$ cat src/rtl/uart_pkg.sv
// Shared types and field positions for the UART receive/transmit paths.
package uart_pkg;

  typedef enum logic [2:0] {IDLE, START, DATA, PAR, STOP1, STOP2} rx_state_e;

  // conf word: [1:0] data bits (5..8), [2] two stop, [3] parity en, [4] odd
  localparam int CONF_DBITS = 0;
  localparam int CONF_STOP2 = 2;
  localparam int CONF_PEN   = 3;
  localparam int CONF_PODD  = 4;

  localparam int PL_PERR = 8;
  localparam int PL_FERR = 9;
  localparam int PL_BRK  = 10;
  localparam int PL_W    = 11;

  // Index of the last data bit for a given data-bits code (00 -> bit 4).
  function automatic logic [2:0] last_bit(input logic [1:0] dbits);
    return 3'd4 + {1'b0, dbits};
  endfunction

endpackage

$ cat src/rtl/uart_rx_deser_if.sv
// Push-side bus from the RX deserializer into the RX FIFO.
interface uart_rx_deser_if;
  import uart_pkg::*;

  logic            fifo_wr;
  logic [PL_W-1:0] fifo_wdata;
  logic            fifo_full;
  logic            overrun;

  modport master (output fifo_wr, fifo_wdata, overrun, input fifo_full);
  modport slave  (input fifo_wr, fifo_wdata, overrun, output fifo_full);

endinterface

$ cat src/rtl/uart_baud_tick.sv
// 16x oversampling tick: one-cycle pulse every div+1 clocks, re-phased by restart.
module uart_baud_tick #(
  parameter int DIV_W = 16
) (
  input  logic             clk,
  input  logic             rst_,
  input  logic             restart,
  input  logic [DIV_W-1:0] div,
  output logic             tick
);

  logic [DIV_W-1:0] cnt;

  // div is only sampled on reload, so a mid-frame change lands at the next period.
  always_ff @(posedge clk) begin
    if (!rst_)                      cnt <= '0;
    else if (restart || cnt == '0)  cnt <= div;
    else                            cnt <= cnt - DIV_W'(1);
  end

  assign tick = !restart && (cnt == '0);

endmodule

$ cat src/rtl/uart_rx_deser.sv
// UART receive deserializer: start qualification, 3-sample majority, parity/stop/break checks.
module uart_rx_deser import uart_pkg::*; #(
  parameter int DIV_W       = 16,
  parameter int SYNC_STAGES = 2
) (
  input  logic             clk,
  input  logic             rst_,
  input  logic             rx_en_i,
  input  logic [DIV_W-1:0] baud_div_i,
  input  logic [4:0]       conf_i,
  input  logic             urxd_i,
  output logic             busy_o,
  uart_rx_deser_if.master  fifo
);

  logic [SYNC_STAGES-1:0] sync_q;
  logic                   rx_s, prev_q;
  rx_state_e              state;
  logic [3:0]             tcnt;
  logic [2:0]             bit_cnt;
  logic [4:0]             conf_q;
  logic [7:0]             data_q;
  logic                   s7_q, s8_q, par_q, ferr_q, perr_q;
  logic                   tick, maj, at_mid, at_end, push, ferr_now, brk_now;

  always_ff @(posedge clk) begin
    if (!rst_) begin
      sync_q <= '1;
      prev_q <= 1'b0;
    end else begin
      sync_q <= {sync_q[SYNC_STAGES-2:0], urxd_i};
      prev_q <= rx_s;
    end
  end

  assign rx_s = sync_q[SYNC_STAGES-1];

  // Counter is held loaded while idle so ticks are phased to the start edge.
  uart_baud_tick #(.DIV_W(DIV_W)) u_tick (
    .clk     (clk),
    .rst_    (rst_),
    .restart (state == IDLE),
    .div     (baud_div_i),
    .tick    (tick)
  );

  assign maj    = (s7_q & s8_q) | (s7_q & rx_s) | (s8_q & rx_s);
  assign at_mid = tick && (tcnt == 4'd9);
  assign at_end = tick && (tcnt == 4'd15);
  assign push   = rx_en_i && at_mid &&
                  ((state == STOP1 && !conf_q[CONF_STOP2]) || state == STOP2);

  // In STOP2, ferr_q set means the first stop bit was also low.
  assign ferr_now = ferr_q | ~maj;
  assign brk_now  = (data_q == '0) && !(conf_q[CONF_PEN] && par_q) && !maj &&
                    (state == STOP1 || ferr_q);

  always_ff @(posedge clk) begin
    if (!rst_) begin
      state            <= IDLE;
      tcnt             <= '0;
      bit_cnt          <= '0;
      conf_q           <= '0;
      data_q           <= '0;
      s7_q             <= 1'b0;
      s8_q             <= 1'b0;
      par_q            <= 1'b0;
      ferr_q           <= 1'b0;
      perr_q           <= 1'b0;
      fifo.fifo_wr     <= 1'b0;
      fifo.overrun     <= 1'b0;
      fifo.fifo_wdata  <= '0;
    end else begin
      fifo.fifo_wr <= 1'b0;
      fifo.overrun <= 1'b0;
      if (tick) begin
        tcnt <= tcnt + 4'd1;
        if (tcnt == 4'd7) s7_q <= rx_s;
        if (tcnt == 4'd8) s8_q <= rx_s;
      end
      if (push) begin
        fifo.fifo_wr <= !fifo.fifo_full;
        fifo.overrun <= fifo.fifo_full;
        if (!fifo.fifo_full)
          fifo.fifo_wdata <= {brk_now, ferr_now, perr_q, data_q};
      end

      if (!rx_en_i) begin
        state <= IDLE;
      end else begin
        case (state)
          IDLE: begin
            conf_q  <= conf_i;
            tcnt    <= '0;
            bit_cnt <= '0;
            data_q  <= '0;
            par_q   <= 1'b0;
            ferr_q  <= 1'b0;
            perr_q  <= 1'b0;
            if (prev_q && !rx_s) state <= START;
          end
          START: begin
            if (at_mid && maj) state <= IDLE;
            else if (at_end)   state <= DATA;
          end
          DATA: begin
            if (at_mid) data_q[bit_cnt] <= maj;
            if (at_end) begin
              bit_cnt <= bit_cnt + 3'd1;
              if (bit_cnt == last_bit(conf_q[CONF_DBITS +: 2]))
                state <= conf_q[CONF_PEN] ? PAR : STOP1;
            end
          end
          PAR: begin
            if (at_mid) begin
              par_q  <= maj;
              perr_q <= ((^data_q) ^ maj) != conf_q[CONF_PODD];
            end
            if (at_end) state <= STOP1;
          end
          STOP1: begin
            // Single stop: leave at mid-bit so a new start can follow immediately.
            if (at_mid) begin
              ferr_q <= ~maj;
              if (!conf_q[CONF_STOP2]) state <= IDLE;
            end else if (at_end) begin
              state <= STOP2;
            end
          end
          STOP2: if (at_mid) state <= IDLE;
          default: state <= IDLE;
        endcase
      end
    end
  end

  assign busy_o = (state != IDLE);

endmodule

$ cat src/flat_wrapper.sv
// flat-port wrapper written by rule: the top's interface ports become plain ports
module uart_rx_deser_flat import uart_pkg::*;
#(
  parameter int DIV_W       = 16,
  parameter int SYNC_STAGES = 2
)
  (clk, rst_, rx_en_i, baud_div_i, conf_i, urxd_i, busy_o, fifo_fifo_wr, fifo_fifo_wdata, fifo_overrun, fifo_fifo_full);
  uart_rx_deser_if fifo_i ();
  input  logic clk;
  input  logic rst_;
  input  logic rx_en_i;
  input  logic [DIV_W-1:0] baud_div_i;
  input  logic [4:0] conf_i;
  input  logic urxd_i;
  output logic busy_o;
  output wire logic [$bits(fifo_i.fifo_wr)-1:0] fifo_fifo_wr;
  output wire logic [$bits(fifo_i.fifo_wdata)-1:0] fifo_fifo_wdata;
  output wire logic [$bits(fifo_i.overrun)-1:0] fifo_overrun;
  input wire logic [$bits(fifo_i.fifo_full)-1:0] fifo_fifo_full;
  assign fifo_fifo_wr = fifo_i.fifo_wr;
  assign fifo_fifo_wdata = fifo_i.fifo_wdata;
  assign fifo_overrun = fifo_i.overrun;
  assign fifo_i.fifo_full = fifo_fifo_full;
  uart_rx_deser #(.DIV_W(DIV_W), .SYNC_STAGES(SYNC_STAGES)) u_core (.clk(clk), .rst_(rst_), .rx_en_i(rx_en_i), .baud_div_i(baud_div_i), .conf_i(conf_i), .urxd_i(urxd_i), .busy_o(busy_o), .fifo(fifo_i));
endmodule
$ cat config.mk
export PLATFORM = sky130hd
export DESIGN_NAME = uart_rx_deser_flat
export DESIGN_NICKNAME = d
export VERILOG_FILES = /design/src/rtl/uart_pkg.sv /design/src/rtl/uart_rx_deser_if.sv /design/src/rtl/uart_baud_tick.sv /design/src/rtl/uart_rx_deser.sv /design/src/flat_wrapper.sv
export SDC_FILE = /design/constraint.sdc
export NUM_CORES = 1
export LEC_CHECK = 0
export ABC_AREA = 1
export BUFFER_PORTS_ARGS = -buffer_cell sky130_fd_sc_hd__buf_2
export CELL_PAD_IN_SITES_DETAIL_PLACEMENT = 0
export CELL_PAD_IN_SITES_GLOBAL_PLACEMENT = 1
export CORE_MARGIN = 4
export CORE_UTILIZATION = 45
export CTS_BUF_LIST = sky130_fd_sc_hd__clkbuf_16
export DETAILED_ROUTE_END_ITERATION = 6
export PLACE_DENSITY = 0.88
export SLEW_MARGIN = 10
export SYNTH_ARGS = -nofsm -noshare
export SYNTH_HDL_FRONTEND = slang
export SYNTH_HIERARCHICAL = 1
export SYNTH_SLANG_ARGS = --single-unit
$ cat constraint.sdc
create_clock -name clk -period 4.5 [get_ports clk]
set_clock_uncertainty 0.05 [all_clocks]
set_input_delay 1.35 -clock clk [delete_from_list [all_inputs] [get_ports clk]]
set_output_delay 1.35 -clock clk [all_outputs]
set_load 0.05 [all_outputs]
==> summary.md <==
| Metric | Value |
|---|---|
| Outcome | complete, no violations |
| Pwr Density | 460.7 nW/um^2 |
| Ys Warns | 6 |
| First-pass iteration count of the detailed router | 4 |
| Max-Cap Viols | 0 |
| Max Clock Freq | between 0.3 and 0.4 GHz |
| Type of the worst min-delay path | reg -> reg |
| Setup repair after global routing missed its margin | no |
| Mapped Area | 3244 sq um |
| Wire length of the first global-routing pass | between 10000 and 15000 microns |
| PostCTS Resize Cnt | 0 |
| Routed length per placed instance | roughly 11 microns |
| Worst setup slack before clock tree synthesis | between 1.5 and 2 ns |
| Number of I/O pins | 40 |
| Floorplan core area | between 6000 and 7000 sq um |
| Startpoint type of the worst setup path | register |
| Site row count | 30 |
| Post-synth cell types | 33 |
| Most common cell after layout, fill and taps aside | nand2_1 |
| Share of flip-flops with an asynchronous set or reset | 0 |
| Post-CTS setup buffers | 0 |
| Area growth from synthesis to final layout | 17.24% |
| Total count of hold-check failures in the final report | 0 |
| Syn Inst Count | 473 |
| Port Buffer Count | 39 |
| Clock-pin slew on the worst setup and hold paths | 0.05 ns |
| Number of max-slew violations in the final report | 0 |
| Die height | 92.91 microns |
| Total die area | 8632 sq um |
| Highest fanout seen on the critical path | 6 |
| Avg Inst Size Synth | around 7 sq um |
| Multiplexer share of the synthesized area | 0 |
| Total grt overflow | 0 |
| Iteration-0 DRC Markers | 98 |
| Share of the synthesized area in compound gates (AO/OA/AOI/OAI) | 0.1342 |
| Synthesized-area fraction occupied by and/or/nand/nor cells | 0.3224 |
| Post-Route Setup TNS | 0 ns |
| Total of endpoints with negative setup slack in the final report | 0 |
| Diodes inserted | 0 |
| Root Buffer | clkbuf_16 |
| Sink of the worst hold path | u_core/sync_q[1]$_SDFF_PN1_ |
| Number of antenna violations at the first check in global routing | 0 |
| Share of cells above drive strength 1 | 0.1764 |
| Largest vdd supply drop | roughly 200 uV |
| Launch point of the worst hold path | u_core/sync_q[0]$_SDFF_PN1_ |
| Buffer levels on the longest clock path | 2 |
| Count of filler cells inserted in the layout | 708 |
| Length in cells of the worst reg-to-reg path | 15 |
| Main combinational cell family by area after synthesis | simple AND/OR/NAND/NOR gates |
| CP peak stage delay | roughly 0.47 ns |
| Cts-stage hold buffer count | 0 |
| Largest net degree at the start of global routing | 34 |
| Clock tree sinks | 60 |
| Vias per cell | around 4.8 |
| Most frequent cells in the layout | nand2_1, nor2_1, dfxtp_1 |
| Critical-path cell with the highest stage delay | dfxtp_1 |
| Startpoint-to-endpoint class of the critical path | reg -> out |
| Cell Chain, Critical Path | nor2_2 -> nand2_1 -> buf_2 |
| Via count | a little under 3k |
| Synthesis-stage register bit count | 60 |
| Final critical path time including I/O delays and setup | ~2.8 ns |
| Sequential area share after synthesis | 0.3702 |
| Routed wire length | about 7000 microns |
| Max-slew headroom at the worst pin | 0.6173 |
| Endpoint class of the critical path | primary output |
| Leakage power | around 0.0018 uW |
| Hpwl dp | between 5000 and 6000 microns |
| Startpoint of the lowest-slack register-to-register path | u_core/u_tick/cnt[7]$_SDFF_PN0_ |
| Number of synthesized flops with an enable pin | 0 |
| Primary flip-flop cell chosen by synthesis mapping | dfxtp_1 |
| Clock insertion delay at the later pin of the skew report | ~0.32 ns |
| Xor-xnor portion of the synthesized cell area | 0.03509 |
| CTS tree | yes |
| Tightest Pin Transition | 0.5705 ns |
| Data arrival time of the critical path | between 1 and 1.5 ns |
| Overall routing resource usage | 0.1731 |
| Antenna Nets Post-Route | 0 |
| Htree depth | 3 |
| Width of the die | between 90 and 100 microns |
| DRC errors left | 0 |
| Number of CTS-inserted buffers | 9 |
| Post-Synth Adder-Cell Area | 0.03471 |
| Reg-to-reg critical path endpoint | u_core/fifo.fifo_wdata[9]$_SDFFE_PN0P_ |
| Layout Nets | about 550 |
| Data required time at the worst endpoint | ~3.1 ns |
| Initial core utilization | 0.4697 |
| Number of global-route vias before repair | around 2.8k |
| Setup slack of the critical path after layout | roughly 1.7 ns |
| Final weighted congestion in routability-driven placement | 0.8516 |
| Post-synth net total | a little over 500 |
| Worst R2R Setup Slack | around 1.8 ns |
| Worst hold stages | 1 |
| Ratio of final minimum period to clock period | 0.6150 |
## worst max-delay path, delay by kind of cell, from the launching register on
kind	cells	cell delay, ns
buffers and inverters	1	0.30
and+or+nand+nor	2	0.28
DFF	1	0.47
## logic make-up after synthesis
| kind of cell | count (synthesis) |
|---|---|
| compound gates | 77 |
| xor+xnor | 13 |
| fa+ha+maj | 9 |
| buf+inv | 76 |
| flops | 60 |
| simple gates | 238 |
## power by group
part	switching (uW)	internal, uW
registers	39.8	574
logic	256	121
clock network	229	533
## cells in the mapped netlist, types with 2 or more instances
cell      number  area, sq um
nor2_1        70        262.8
xor2_1         8        70.07
xnor2_1        5        43.79
a211oi_1       2        15.01
buf_2          4        20.02
buf_4          4        30.03
o21ai_1        6        30.03
clkbuf_1       2        7.510
nand4_1        6        37.54
nor3_1         7        35.03
inv_2          4        15.01
a21oi_1       32        160.2
o21ai_2        2        17.52
nor2_2         6        37.54
nor2_4         4        45.04
inv_1         57        214.0
nand3_1       20        100.1
o211ai_1       3        22.52
dfxtp_1       60         1201
nand2_1      108        405.4
o21ai_0       24        120.1
nand2_2        9        56.30
or2_2          3        18.77
a21oi_2        7        61.31
ha_1           9        112.6
buf_6          4        45.04
## layer usage
| layer | track usage | part of all wire | vias up |
|---|---|---|---|
| li1 | - | - | 1573 |
| met1 | 0.2017 | 0.45 | 1288 |
| met2 | 0.3017 | 0.48 | 58 |
| met3 | 0.03412 | 0.048 | 9 |
| met4 | 0.08303 | 0.016 | 0 |
| met5 | 0 | 0 | - |
## how the worst max path moves through the flow
stage	start	to	slack (ns)	cells past startpoint
3_5_place_dp	rx_en_i	u_core/fifo.fifo_wdata[9]$_SDFFE_PN0P_	1.84	8
3_3_place_gp	rx_en_i	u_core/data_q[6]$_SDFFE_PN0P_	1.89	7
2_1_floorplan	u_core/state[0]$_SDFFE_PN0P_	u_core/fifo.fifo_wdata[9]$_SDFFE_PN0P_	1.99	15
6_report	u_core/state[0]$_SDFFE_PN0P_	busy_o	1.73	3
4_1_cts	u_core/state[0]$_SDFFE_PN0P_	busy_o	1.72	3
5_1_grt	u_core/u_tick/cnt[8]$_SDFF_PN0_	u_core/fifo.fifo_wdata[8]$_SDFFE_PN0P_	1.53	15
## state kept, by name (all words and copies together) (netlist names)
name / count
u_core/fifo.fifo_wdata: 11
u_core/u_tick/cnt: 16
u_core/data_q: 8
u_core/fifo.overrun: 1
u_core/fifo.fifo_wr: 1
u_core/state: 3
u_core/ferr_q: 1
u_core/sync_q: 2
u_core/s7_q: 1
u_core/par_q: 1
u_core/tcnt: 4
u_core/s8_q: 1
u_core/prev_q: 1
u_core/bit_cnt: 3
u_core/conf_q: 5
u_core/perr_q: 1
## metrics by stage
step	std cells	util	hold slack, ns	instance area (sq um)	total power [uW]
global placement	596	0.5027	0.3493	3472	998.1
detailed placement	596	0.5027	0.3505	3472	1002
finish	612	0.5507	0.3600	3804	1752
CTS	612	0.5507	0.3616	3804	1770
global route	612	0.5507	0.3712	3804	1858
floorplan	473	-	0.3425	3244	933.7
## final cells by class
cell class | count | area [sq um] | share of cell area
Timing Repair Buffer | 41 | 210.2 | 0.05526
Clock buffer | 9 | 225.2 | 0.05921
Multi-Input combinational cell | 337 | 1708 | 0.4490
Tap cell | 96 | 120.1 | 0.03158
Inverter | 62 | 232.7 | 0.06118
Clock inverter | 7 | 106.4 | 0.02796
Sequential cell | 60 | 1201 | 0.3158
Note: power is estimated with default switching activity, not from simulation.
